[config.mk]
export PLATFORM = sky130hd
export DESIGN_NAME = rsa_xcel_mont_mul_ctrl
export DESIGN_NICKNAME = d
export VERILOG_FILES = /design/src/rtl/rsa_xcel_mont_pkg.sv /design/src/rtl/rsa_xcel_mont_AddReds.sv /design/src/rtl/rsa_xcel_mont_mul_ctrl.sv
export SDC_FILE = /design/constraint.sdc
export NUM_CORES = 1
export LEC_CHECK = 0
export BUFFER_PORTS_ARGS = -buffer_cell sky130_fd_sc_hd__buf_4
export CAP_MARGIN = 25
export CORE_ASPECT_RATIO = 0.8
export CORE_MARGIN = 2
export CORE_UTILIZATION = 62
export CTS_CLUSTER_DIAMETER = 30
export CTS_CLUSTER_SIZE = 12
export DETAILED_ROUTE_END_ITERATION = 10
export PLACE_DENSITY = 0.81
export RECOVER_POWER = 25
export SYNTH_ARGS = -nofsm -noshare
export SYNTH_HDL_FRONTEND = slang
export SYNTH_SLANG_ARGS = --single-unit
[constraint.sdc]
create_clock -name clk -period 20.4 [get_ports clk]
set_clock_uncertainty 0.05 [all_clocks]
set_input_delay 4.08 -clock clk [delete_from_list [all_inputs] [get_ports clk]]
set_output_delay 4.08 -clock clk [all_outputs]
set_load 0.02 [all_outputs]
[src/rtl/rsa_xcel_mont_pkg.sv]
// rtl/rsa_xcel_mont_pkg.sv - shared types and widths for the Montgomery multiplier
package rsa_xcel_mont_pkg;

  localparam int WORD_W = 32;
  localparam int ACC_W  = 33;

  typedef enum logic [1:0] {
    IDLE  = 2'd0,
    CALC  = 2'd1,
    FINAL = 2'd2,
    DONE  = 2'd3
  } state_t;

endpackage

[src/rtl/rsa_xcel_mont_AddReds.sv]
// rtl/rsa_xcel_mont_AddReds.sv - combinational chain of p_nsteps Montgomery add-reduce steps
module rsa_xcel_mont_AddReds
  import rsa_xcel_mont_pkg::*;
#(
  parameter int p_nsteps = 4
) (
  input  logic [p_nsteps-1:0] i_x_bits,
  input  logic [WORD_W-1:0]   i_y,
  input  logic [WORD_W-1:0]   i_n,
  input  logic [ACC_W-1:0]    i_acc,
  output logic [ACC_W-1:0]    o_acc
);

  logic [ACC_W-1:0] w_acc;
  logic [ACC_W:0]   w_sum;

  // One extra bit on the sum: acc + y + n can reach 2^34 before halving.
  always_comb begin
    w_acc = i_acc;
    w_sum = '0;
    for (int i = 0; i < p_nsteps; i++) begin
      w_sum = {1'b0, w_acc} + (i_x_bits[i] ? {2'b00, i_y} : '0);
      if (w_sum[0]) begin
        w_sum = w_sum + {2'b00, i_n};
      end
      w_acc = w_sum[ACC_W:1];
    end
    o_acc = w_acc;
  end

endmodule

[src/rtl/rsa_xcel_mont_mul_ctrl.sv]
// rtl/rsa_xcel_mont_mul_ctrl.sv - sequencer for 32-bit Montgomery multiply x*y*2^-32 mod n
// Optional busy-cycle counter enabled by macro RSA_XCEL_MONT_PERF_CNT_EN.
module rsa_xcel_mont_mul_ctrl
  import rsa_xcel_mont_pkg::*;
#(
  parameter int p_steps = 4
) (
  input  logic              clk,
  input  logic              reset,
  input  logic              req_val,
  output logic              req_rdy,
  input  logic [WORD_W-1:0] req_x,
  input  logic [WORD_W-1:0] req_y,
  input  logic [WORD_W-1:0] req_n,
  output logic              resp_val,
  input  logic              resp_rdy,
  output logic [WORD_W-1:0] resp_result,
  output logic [31:0]       perf_cycles
);

  localparam int c_iters = WORD_W / p_steps;
  localparam int c_cnt_w = 6;
  localparam logic [c_cnt_w-1:0] c_last = c_iters - 1;
  localparam logic [c_cnt_w-1:0] c_one  = 1;

  state_t              r_state;
  state_t              w_state_nxt;
  logic [WORD_W-1:0]   r_x;
  logic [WORD_W-1:0]   r_y;
  logic [WORD_W-1:0]   r_n;
  logic [ACC_W-1:0]    r_acc;
  logic [c_cnt_w-1:0]  r_cnt;
  logic [ACC_W-1:0]    w_chain_acc;

  rsa_xcel_mont_AddReds #(
    .p_nsteps (p_steps)
  ) u_add_reds (
    .i_x_bits (r_x[p_steps-1:0]),
    .i_y      (r_y),
    .i_n      (r_n),
    .i_acc    (r_acc),
    .o_acc    (w_chain_acc)
  );

  always_ff @(posedge clk or posedge reset) begin
    if (reset) begin
      r_state <= IDLE;
    end else begin
      r_state <= w_state_nxt;
    end
  end

  always_comb begin
    w_state_nxt = r_state;
    req_rdy     = 1'b0;
    resp_val    = 1'b0;
    resp_result = '0;
    case (r_state)
      IDLE: begin
        req_rdy = 1'b1;
        if (req_val) w_state_nxt = CALC;
      end
      CALC: begin
        if (r_cnt == c_last) w_state_nxt = FINAL;
      end
      FINAL: begin
        w_state_nxt = DONE;
      end
      DONE: begin
        resp_val    = 1'b1;
        resp_result = r_acc[WORD_W-1:0];
        if (resp_rdy) w_state_nxt = IDLE;
      end
      default: w_state_nxt = IDLE;
    endcase
  end

  always_ff @(posedge clk or posedge reset) begin
    if (reset) begin
      r_x   <= '0;
      r_y   <= '0;
      r_n   <= '0;
      r_acc <= '0;
      r_cnt <= '0;
    end else begin
      case (r_state)
        IDLE: begin
          if (req_val) begin
            r_x   <= req_x;
            r_y   <= req_y;
            r_n   <= req_n;
            r_acc <= '0;
            r_cnt <= '0;
          end
        end
        CALC: begin
          r_acc <= w_chain_acc;
          r_x   <= r_x >> p_steps;
          r_cnt <= r_cnt + c_one;
        end
        FINAL: begin
          // Chain output is bounded below 2n, so one conditional subtract suffices.
          if (r_acc >= {1'b0, r_n}) r_acc <= r_acc - {1'b0, r_n};
        end
        default: ;
      endcase
    end
  end

`ifdef RSA_XCEL_MONT_PERF_CNT_EN
  logic [31:0] r_perf;

  always_ff @(posedge clk or posedge reset) begin
    if (reset) begin
      r_perf <= '0;
    end else if (((r_state == CALC) || (r_state == FINAL)) && (r_perf != 32'hFFFF_FFFF)) begin
      r_perf <= r_perf + 32'd1;
    end
  end

  assign perf_cycles = r_perf;
`else
  assign perf_cycles = '0;
`endif

endmodule

==> results by group <==
Drt
  – Iter 0 DRT Violations: 2249
  – Top sig layer: met4
  – Vias per cell: 6.40
  – 1st-pass router iterations: 6
  – Wire per inst: 20.6 um
  – DR WL met2: 28200 um
  – WL met3: 8370 um
  – Via count: 21800
  – WL final: 70100 um
  – M1 wire length: 32000 um
  – Residual DRC count: 0
  – DRT antenna net count: 0

Floorplanning
  – Die W: 215 um
  – Core ar.: 35000 um2
  – Die outline area: 37200 um2
  – Die H: 173 um
  – Starting Density: 0.633
  – FP Rows: 61
  – # IOs: 166

Logic synthesis
  – Post-Syn Area per Cell: 7.84 um2
  – Number of flops mapped to enable cells by yosys: 0
  – Yosys warns: 0
  – Part of the Yosys area used for sequential elements: 0.155
  – Largest area contributor in the netlist: ha_1
  – Synthesized area: 22100 um2
  – Ys flop type: dfrtp_1
  – Count of unique library cells instantiated by Yosys: 87
  – Async SR Flop Fraction: 1.00
  – Synth top area share: 0.168
  – Synth area leaders: ha_1 (17%), dfrtp_1 (16%), xnor2_1 (7.1%)
  – Syn Inst Count: 2820
  – #FFs+latches synth: 137

Clock tree
  – Post-CTS Setup Bufs: 0
  – CTS resizes: 0
  – Largest buffer count on any clock path: 2
  – Root buffer cell: clkbuf_16
  – Clock latency at the later pin of the worst-skew pair: 0.45 ns
  – Sink Count: 137
  – Hold_buf cts: 0
  – Total CTS buffers: 17
  – H-tree Lvls: 4
  – CTS tree: yes
  – Clk pin slew, worst setup/hold paths: 0.07 ns

Timing
  – Achievable frequency: 67.3 MHz
  – Final setup viols: 0
  – Final clock period utilization by the worst path: 0.728
  – Max-slew violation count: 77
  – Final Hold Fails: 0
  – Setup TNS: 0 ns
  – Worst slew pin tran: 3.45 ns
  – Min Hold Slack: 0.433 ns
  – Max_slew headroom: -1.31
  – Min cycle time layout: 14.86 ns
  – RSZ-0062 raised after global routing: false

GRT
  – Number of global-route vias before repair: 20400
  – First-pass GRT wire length: 110000 um
  – Overflow after GRT: 0
  – Initial antenna violation count: 3
  – Global Route Usage Sum: 0.370
  – Largest net degree at the start of global routing: 77

Worst hold path
  – Hold EP: r_x[11]
  – Min-Delay Startpoint: r_x[11]
  – Cell depth of the worst hold path: 2
  – Worst Hold Class: reg2reg

Final layout
  – Final Util: 0.689
  – Fillers: 2970
  – Area of the multi-input gates: 17800 um2
  – Area Growth Syn to Fin: 8.91%
  – FF/Latch Area: 3430 um2
  – Nets@finish: 3323
  – Layout cells sized above 1: 0.109
  – N_diodes: 0

Critical path
  – Crit-path most repeated cell: ha_1
  – Worst EP required: 20.71 ns
  – Crit path DAT: 15.17 ns
  – Worst R2R Path Depth: 67
  – Setup crit end kind: register
  – Crit path max-delay cell type: dfrtp_1
  – Max stage delay on crit path: 0.66 ns
  – CP max FO: 33
  – WS Path Type: reg2reg
  – Critical R2R Launch: r_x[0]
  – Worst r2r dst: r_acc[32]
  – Crit start category: register
  – Reg2reg setup slack: 5.54 ns

Place
  – Gpl congestion: 1.00
  – Dpl hpwl: 57300 um
  – PortBufs: 133

Job
  – MaxCap Viol Count: 1

Status
  – Status: finished with violations
  – Failing checks: max-capacitance violations, max-slew violations
==> how the worst max path moves through the flow <==
stage / start / to / slack [ns] / cells past startpoint
global route: r_x[0] / r_acc[32] / 4.46 / 70
CTS: r_x[0] / r_acc[32] / 5.81 / 66
detailed placement: r_x[0] / r_acc[32] / 5.86 / 66
finish: r_x[0] / r_acc[32] / 5.54 / 67
global placement: r_x[0] / r_acc[32] / 6.12 / 67
floorplan: r_x[0] / r_acc[32] / 7.78 / 67
==> worst max-delay path: cells and delay by family, from the launching register on <==
family	cells	cell delay (ns)
buffers and inverters	1	0.08
and+or+nand+nor	15	2.96
AOI/OAI and AO/OA	32	6.00
muxes	3	0.67
DFF	1	0.66
xor gates and xnor gates	7	1.28
adders and majority gates	9	3.02
==> kinds of logic after synthesis <==
logic type | count (synthesis) | share of synthesized area
compound gates | 899 | 0.260
simple gates | 836 | 0.185
fa+ha+maj | 305 | 0.176
xor+xnor | 253 | 0.101
buf+inv | 229 | 0.0444
mux | 160 | 0.0791
flops | 137 | 0.155
other cells | 1 | 0.000170
==> synth_stat cells (all sizes together) (19+ instances only) <==
| cell type | number |
|---|---|
| mux2 | 118 |
| nor2b | 36 |
| a31oi | 24 |
| a21oi | 271 |
| o31ai | 19 |
| o21a | 55 |
| ha | 296 |
| o21bai | 43 |
| dfrtp | 137 |
| clkbuf | 55 |
| nor3 | 31 |
| nand3 | 38 |
| inv | 130 |
| nor2 | 172 |
| or3 | 20 |
| a211oi | 21 |
| mux2i | 42 |
| nand2 | 256 |
| o21ai | 202 |
| and3 | 20 |
| xor2 | 73 |
| and2 | 170 |
| nand2b | 34 |
| a21o | 119 |
| xnor2 | 180 |
| nand4 | 33 |
| buf | 43 |
==> layout make-up <==
type / instances / share of cell area
multi-input cells: 2485 / 0.741
flip-flops and latches: 137 / 0.142
repair buffers: 146 / 0.0454
well taps: 472 / 0.0245
inverters: 131 / 0.0205
clock buffers: 17 / 0.0177
clock inverters: 15 / 0.00904
==> sequential cells by signal (all words and copies together) (netlist names) <==
name and count:
r_acc 33, r_n 32, r_x 32, r_y 32
r_cnt 6, r_state 2
==> cells in the final DEF (no fill, tap or decap), types with 8 or more instances in the layout <==
| cell type | count |
|---|---|
| ha_1 | 295 |
| a21oi_1 | 271 |
| nand2_1 | 255 |
| xnor2_1 | 179 |
| nor2_1 | 172 |
| and2_1 | 170 |
| o21ai_0 | 166 |
| buf_4 | 144 |
| dfrtp_1 | 137 |
| inv_1 | 127 |
| a21o_1 | 119 |
| mux2_2 | 117 |
| xor2_1 | 73 |
| o21a_1 | 55 |
| mux2i_1 | 42 |
| o21bai_1 | 42 |
| nand3_1 | 38 |
| nor2b_1 | 36 |
| o21ai_1 | 35 |
| nand2b_1 | 34 |
| nand4_1 | 33 |
| conb_1 | 32 |
| nor3_1 | 31 |
| a31oi_1 | 24 |
| and3_1 | 20 |
| a211oi_1 | 20 |
| or3_1 | 20 |
| o211ai_1 | 18 |
| o31ai_1 | 18 |
| clkbuf_16 | 17 |
| o22ai_1 | 9 |
| a22oi_1 | 9 |
| fa_1 | 9 |
| a211o_1 | 8 |
==> per-layer routing <==
metal	global-route usage	up-vias
met5	0	-
met4	0.0885	0
met2	0.542	1107
li1	-	10300
met3	0.0589	122
met1	0.565	10200
==> metrics by stage <==
| step | area, um2 | std cells | setup WS (ns) |
|---|---|---|---|
| global placement | 23400 | 3371 | 6.12 |
| global route | 24100 | 3403 | 4.46 |
| floorplan | 22200 | 2851 | 7.78 |
| finish | 24100 | 3403 | 5.54 |
| CTS | 24100 | 3403 | 5.81 |
| detailed placement | 23400 | 3371 | 5.86 |
Power is not shown: default switching activity piles up to over one toggle a cycle in this logic, so the estimate is an artifact.
